**config.mk**
```make
export PLATFORM = sky130hd
export DESIGN_NAME = fetch_unit
export DESIGN_NICKNAME = d
export VERILOG_FILES = /design/src/rtl/fetch_pkg.sv /design/src/rtl/fetch_line_buffer.sv /design/src/rtl/fetch_unit.sv
export SDC_FILE = /design/constraint.sdc
export NUM_CORES = 1
export LEC_CHECK = 0
export CAP_MARGIN = 40
export CORE_UTILIZATION = 40
export DETAILED_ROUTE_END_ITERATION = 12
export SKIP_CTS_REPAIR_TIMING = 1
export SYNTH_ARGS = -nofsm -noshare
export SYNTH_HDL_FRONTEND = slang
export SYNTH_SLANG_ARGS = --single-unit
```
**constraint.sdc**
```tcl
create_clock -name clk -period 19.6 [get_ports clk]
set_clock_uncertainty 0.05 [all_clocks]
set_input_delay 2.94 -clock clk [delete_from_list [all_inputs] [get_ports clk]]
set_output_delay 2.94 -clock clk [all_outputs]
set_load 0.01 [all_outputs]
```
**src/rtl/fetch_pkg.sv**
```systemverilog
// Shared types and line geometry for the instruction fetch stage.
package fetch_pkg;

  typedef enum logic [1:0] {
    IDLE,
    REQ,
    RECV,
    DRAIN
  } fetch_state_t;

  localparam int LINE_BYTES     = 64;
  localparam int BEATS_PER_LINE = 8;
  localparam int INSTS_PER_LINE = 16;
  localparam int INST_WIDTH     = 32;

  localparam int BEAT_IDX_W     = $clog2(BEATS_PER_LINE);
  localparam int INST_IDX_W     = $clog2(INSTS_PER_LINE);
  localparam int LINE_OFFSET_W  = $clog2(LINE_BYTES);

endpackage

```
**src/rtl/fetch_line_buffer.sv**
```systemverilog
// One cache line of storage: written a bus beat at a time, read one
// instruction at a time (two instructions per beat, low half first).
module fetch_line_buffer
  import fetch_pkg::*;
#(
  parameter int DATA_W = 64
) (
  input  logic                  clk,
  input  logic                  reset,
  input  logic                  i_wrEn,
  input  logic [BEAT_IDX_W-1:0] i_wrBeat,
  input  logic [DATA_W-1:0]     i_wrData,
  input  logic [INST_IDX_W-1:0] i_rdIdx,
  output logic [INST_WIDTH-1:0] o_rdInst
);

  logic [DATA_W-1:0] r_mem [BEATS_PER_LINE];
  logic [DATA_W-1:0] w_word;

  always_ff @(posedge clk or posedge reset) begin
    if (reset) begin
      for (int i = 0; i < BEATS_PER_LINE; i++) begin
        r_mem[i] <= '0;
      end
    end else if (i_wrEn) begin
      r_mem[i_wrBeat] <= i_wrData;
    end
  end

  assign w_word   = r_mem[i_rdIdx[INST_IDX_W-1:1]];
  assign o_rdInst = i_rdIdx[0] ? w_word[63:32] : w_word[31:0];

endmodule

```
**src/rtl/fetch_unit.sv**
```systemverilog
// Instruction fetch: requests 64-byte lines, buffers the 8-beat burst and
// streams instructions to decode; redirects discard stale bursts safely.
module fetch_unit
  import fetch_pkg::*;
#(
  parameter int                         BUS_DATA_WIDTH = 64,
  parameter int                         BUS_TAG_WIDTH  = 13,
  parameter logic [BUS_DATA_WIDTH-1:0]  RESET_PC       = 64'h0,
  parameter logic [BUS_TAG_WIDTH-1:0]   FETCH_TAG      = 13'h0
) (
  input  logic                      clk,
  input  logic                      reset,
  output logic                      p_bus_reqcyc,
  input  logic                      p_bus_reqack,
  output logic [BUS_DATA_WIDTH-1:0] p_bus_req,
  output logic [BUS_TAG_WIDTH-1:0]  p_bus_reqtag,
  input  logic                      p_bus_respcyc,
  output logic                      p_bus_respack,
  input  logic [BUS_DATA_WIDTH-1:0] p_bus_resp,
  input  logic [BUS_TAG_WIDTH-1:0]  p_bus_resptag,
  input  logic                      redirect,
  input  logic [BUS_DATA_WIDTH-1:0] redirect_pc,
  output logic                      inst_valid,
  input  logic                      inst_ready,
  output logic [INST_WIDTH-1:0]     inst,
  output logic [BUS_DATA_WIDTH-1:0] inst_pc
);

  localparam int AW         = BUS_DATA_WIDTH;
  localparam int LINE_NUM_W = AW - LINE_OFFSET_W;

  fetch_state_t          r_state, w_stateNext;
  logic [AW-1:0]         r_pc, w_pcNext;
  logic [AW-1:0]         r_reqAddr, w_reqAddrNext;
  logic                  r_discard, w_discardNext;
  logic [BEAT_IDX_W-1:0] r_beat, w_beatNext;
  logic [INST_IDX_W-1:0] r_idx, w_idxNext;

  logic [AW-1:0]         w_redirPc;
  logic [AW-1:0]         w_pcNextLine;
  logic [LINE_NUM_W-1:0] w_lineNum;
  logic [AW-1:0]         w_seqLine;
  logic                  w_beatAccept;
  logic                  w_instFire;
  logic                  w_lastBeat;
  logic [INST_WIDTH-1:0] w_bufInst;
  logic                  w_unused;

  assign w_redirPc    = {redirect_pc[AW-1:2], 2'b00};
  assign w_lineNum    = r_pc[AW-1:LINE_OFFSET_W] + LINE_NUM_W'(1);
  assign w_seqLine    = {w_lineNum, {LINE_OFFSET_W{1'b0}}};
  assign w_pcNextLine = {w_pcNext[AW-1:LINE_OFFSET_W], {LINE_OFFSET_W{1'b0}}};
  assign w_beatAccept = (r_state == RECV) && p_bus_respcyc;
  assign w_instFire   = (r_state == DRAIN) && inst_ready;
  assign w_lastBeat   = (r_beat == BEAT_IDX_W'(BEATS_PER_LINE - 1));
  assign w_unused     = ^{p_bus_resptag, redirect_pc[1:0]};

  always_ff @(posedge clk or posedge reset) begin
    if (reset) begin
      r_state   <= IDLE;
      r_pc      <= RESET_PC;
      r_reqAddr <= '0;
      r_discard <= 1'b0;
      r_beat    <= '0;
      r_idx     <= '0;
    end else begin
      r_state   <= w_stateNext;
      r_pc      <= w_pcNext;
      r_reqAddr <= w_reqAddrNext;
      r_discard <= w_discardNext;
      r_beat    <= w_beatNext;
      r_idx     <= w_idxNext;
    end
  end

  // The request address is captured only when entering REQ so a redirect
  // during an unacknowledged request never changes the address on the bus.
  always_comb begin
    w_stateNext   = r_state;
    w_pcNext      = redirect ? w_redirPc : r_pc;
    w_reqAddrNext = r_reqAddr;
    w_discardNext = r_discard;
    w_beatNext    = r_beat;
    w_idxNext     = r_idx;
    case (r_state)
      IDLE: begin
        w_stateNext   = REQ;
        w_reqAddrNext = w_pcNextLine;
      end
      REQ: begin
        if (redirect) w_discardNext = 1'b1;
        if (p_bus_reqack) begin
          w_stateNext = RECV;
          w_beatNext  = '0;
        end
      end
      RECV: begin
        if (redirect) w_discardNext = 1'b1;
        if (w_beatAccept) begin
          w_beatNext = r_beat + BEAT_IDX_W'(1);
          if (w_lastBeat) begin
            if (r_discard || redirect) begin
              w_stateNext   = REQ;
              w_discardNext = 1'b0;
              w_reqAddrNext = w_pcNextLine;
            end else begin
              w_stateNext = DRAIN;
              w_idxNext   = r_pc[LINE_OFFSET_W-1:2];
            end
          end
        end
      end
      DRAIN: begin
        if (w_instFire) w_idxNext = r_idx + INST_IDX_W'(1);
        if (redirect) begin
          w_stateNext   = REQ;
          w_reqAddrNext = w_pcNextLine;
        end else if (w_instFire && (r_idx == INST_IDX_W'(INSTS_PER_LINE - 1))) begin
          w_stateNext   = REQ;
          w_pcNext      = w_seqLine;
          w_reqAddrNext = w_seqLine;
        end
      end
      default: w_stateNext = IDLE;
    endcase
  end

  fetch_line_buffer #(
    .DATA_W (BUS_DATA_WIDTH)
  ) u_lineBuffer (
    .clk      (clk),
    .reset    (reset),
    .i_wrEn   (w_beatAccept),
    .i_wrBeat (r_beat),
    .i_wrData (p_bus_resp),
    .i_rdIdx  (r_idx),
    .o_rdInst (w_bufInst)
  );

  assign p_bus_reqcyc  = (r_state == REQ);
  assign p_bus_req     = r_reqAddr;
  assign p_bus_reqtag  = FETCH_TAG;
  assign p_bus_respack = w_beatAccept;
  assign inst_valid    = (r_state == DRAIN);
  assign inst          = (r_state == DRAIN) ? w_bufInst : '0;
  assign inst_pc       = (r_state == DRAIN) ? {r_pc[AW-1:LINE_OFFSET_W], r_idx, 2'b00} : '0;

endmodule

```
==> flow_metrics.tcl <==
set metrics [dict create \
    syn_inst 2297 \
    worstMarginPinSlew_ps 1050 \
    critical_path_buf_inv_count 3 \
    crit_top_cell "clkdlybuf4s50_1" \
    synth_ff_type "dfrtp_1" \
    slew_headroom 0.303 \
    synth_edf_count 0 \
    cp_data_arrival_time_ps 4510 \
    drive_gt1_frac 0.342 \
    leakage_uw 0.0167 \
    worstHoldPathType "flop to flop" \
    synth_async_sr_flop_share 1.00 \
    syn-mean-instance-area_um2 13.6 \
    synthDistinctLibCells 66 \
    run_status "finished clean" \
    coreArea_um2 77500 \
    via_count 20061 \
    critical_path.max_fanout 7 \
    grt_usage 0.212 \
    report.final.slew_viol_count 0 \
    synth_warnings 0 \
    ant_nets 0 \
    drt_first_pass_iters 5 \
    power_density_nw_per_um2 112 \
    portBuffers 286 \
    fp.dieW_um 282 \
    ir_worst_vdd_mv 0.0701 \
    cts_buffer_depth 3 \
    grt_overflow 0 \
    max-cap-violations 0 \
    synth_area_um2 31400 \
    worstSetupStartpointType "input port" \
    cts_buffers 73 \
    htreeDepth 3 \
    setup_viol 0 \
    grt_max_degree 188 \
    ff_latch_area_um2 16100 \
    first_global_vias 21494 \
    finalCritPeriodShare 0.383 \
    ys_seq_elements 642 \
    total_power_uw 4250 \
    antenna_found_initial 14 \
    required_ps 16610 \
    clock_latency_ps 600 \
    layout_min_cycle_time_ps 7500 \
    hold_viol_final 0 \
    clock_sinks 642 \
    root_buffer "clkbuf_16" \
    num_rows 102 \
    crit_family "buffers and inverters" \
    area_growth_pct 20.6 \
    nets 2694 \
    grt_first_pass_wirelength_um 130000 \
    start_util 0.405 \
    cp_cell_sequence "clkdlybuf4s50_1 -> nand2_1 -> inv_2 -> clkdlybuf4s50_1" \
    drc_errors 0 \
    cts_tree "done" \
    wl_per_cell_um 22.8 \
    worstSetupPathType "input port to output pin" \
    pin_count 323 \
    max_stage_delay_ps 630 \
    drt_iter0_drc 1263 \
    fin_tns_setup_ps 0 \
    nFillCells 6754 \
    rsz0062_at_grt "no" \
    clkTransAtPathRegs_ps 50 \
    routed_wl_um 83000 \
    yosysSeqAreaShare 0.512 \
    fmax_mhz 133 \
    critPathCaptureType "output pin" \
    die_h_um 282 \
    multi_input_area_um2 14500 \
    viasPerCell 5.51 \
    dp_hpwl_um 52300 \
    crit_slowest_cell "clkdlybuf4s50_1" \
    die-area_um2 79500 \
    routabilityCongestion 0.818 \
]
-- logic make-up (layout without fill, tap and decap cells) --
family,count (synthesis),in the layout,share of synthesized area
other,1,28,0.000120
buffers and inverters,203,478,0.0291
XOR/XNOR,94,94,0.0263
adder cells (fa/ha/maj),8,8,0.00319
AND/OR/NAND/NOR,458,458,0.0805
AO/OA/AOI/OAI,177,177,0.0352
multiplexers,714,714,0.313
flip-flops,642,642,0.512
-- layout by cell type (no fill, tap or decap), drive strengths merged, types with 26 or more instances in the layout --
cell           count
and2              99
nor2              64
mux4             160
clkdlybuf4s50    285
xnor2             68
nor3              36
a21oi             28
xor2              26
nand2            109
clkbuf           117
buf               48
dfrtp            642
nand3             41
nand4             38
o21ai             73
mux2             534
-- where the power goes --
group	switching [µW]	internal, µW
sequential	160	1540
clock	547	815
combinational	566	616
-- flip-flops by register name, summed over array words and instances (netlist names) --
name and count:
r_discard 1, r_beat 3, u_lineBuffer.r_mem 512, p_bus_req 58, r_state 2, r_pc 62
r_idx 4
-- worst min-delay path, stage by stage, from the launching register on --
cell	delay, ps
dfrtp_1	340
nand2_1	50
nand2_1	50
-- path summary, 6_finish.rpt --
path / from / slack (ps) / cells after the start / to
worst max-delay path: p_bus_respcyc / 12100 / 4 / p_bus_respack
worst min-delay path: p_bus_req[48] / 420 / 2 / p_bus_req[48]
worst max register to register: r_state[0] / 15250 / 9 / r_pc[54]
worst min register to register: p_bus_req[48] / 420 / 2 / p_bus_req[48]
max in group asynchronous: reset / 14400 / 7 / r_pc[46]
min in group asynchronous: reset / 2690 / 2 / u_lineBuffer.r_mem[249]
-- synth_stat cells, types with 5 or more instances --
library cell | instances | share of area
dfrtp_1 | 642 | 0.51
mux2_2 | 534 | 0.19
mux4_2 | 160 | 0.11
clkbuf_1 | 114 | 0.014
nand2_1 | 108 | 0.013
and2_1 | 99 | 0.020
xnor2_1 | 68 | 0.019
nor2_1 | 63 | 0.0075
o21ai_1 | 43 | 0.0069
buf_2 | 39 | 0.0062
nand3_1 | 38 | 0.0061
nand4_1 | 35 | 0.0070
nor3_1 | 33 | 0.0053
o21ai_0 | 30 | 0.0048
a21oi_1 | 27 | 0.0043
xor2_1 | 26 | 0.0073
buf_4 | 23 | 0.0055
nand2b_1 | 22 | 0.0044
mux2i_1 | 20 | 0.0064
a21boi_1 | 17 | 0.0041
inv_1 | 15 | 0.0018
nor4_1 | 13 | 0.0026
o31ai_1 | 13 | 0.0031
buf_1 | 8 | 0.00096
ha_1 | 8 | 0.0032
o21a_1 | 8 | 0.0019
o31a_1 | 8 | 0.0022
and4_1 | 6 | 0.0017
a211oi_1 | 5 | 0.0012
nor4_4 | 5 | 0.0034
or3_1 | 5 | 0.0010
-- area by class of cell --
class | count | share of cell area
Clock buffer | 117 | 0.0597
Tap cell | 1040 | 0.0344
Timing Repair Buffer | 333 | 0.0908
Clock inverter | 11 | 0.00407
Multi-Input combinational cell | 1472 | 0.384
Inverter | 17 | 0.00179
Antenna cell | 7 | 0.000463
Sequential cell | 642 | 0.425
-- stage by stage --
| step | instances | util | setup WS [ps] | area [µm²] | hold slack [ps] |
|---|---|---|---|---|---|
| floorplan | 2317 | - | 7840 | 31400 | 424 |
| global placement | 3492 | 0.453 | 12130 | 35100 | 411 |
| detailed placement | 3503 | 0.456 | 12090 | 35400 | 410 |
| CTS | 3631 | 0.488 | 12110 | 37800 | 423 |
| global route | 3637 | 0.488 | 12060 | 37800 | 446 |
| finish | 3639 | 0.488 | 12100 | 37800 | 422 |
-- layer usage --
| metal | part of all wire | GRT usage | routed length [µm] | vias to the layer above |
|---|---|---|---|---|
| met3 | 0.054 | 0.0407 | 4520 | 134 |
| li1 | - | - | - | 8849 |
| met2 | 0.49 | 0.349 | 40500 | 482 |
| met1 | 0.43 | 0.284 | 35900 | 10582 |
| met4 | 0.024 | 0.0647 | 1990 | 14 |
| met5 | 0.0010 | 0 | 86 | - |
Power figures use the tool's default switching activity.
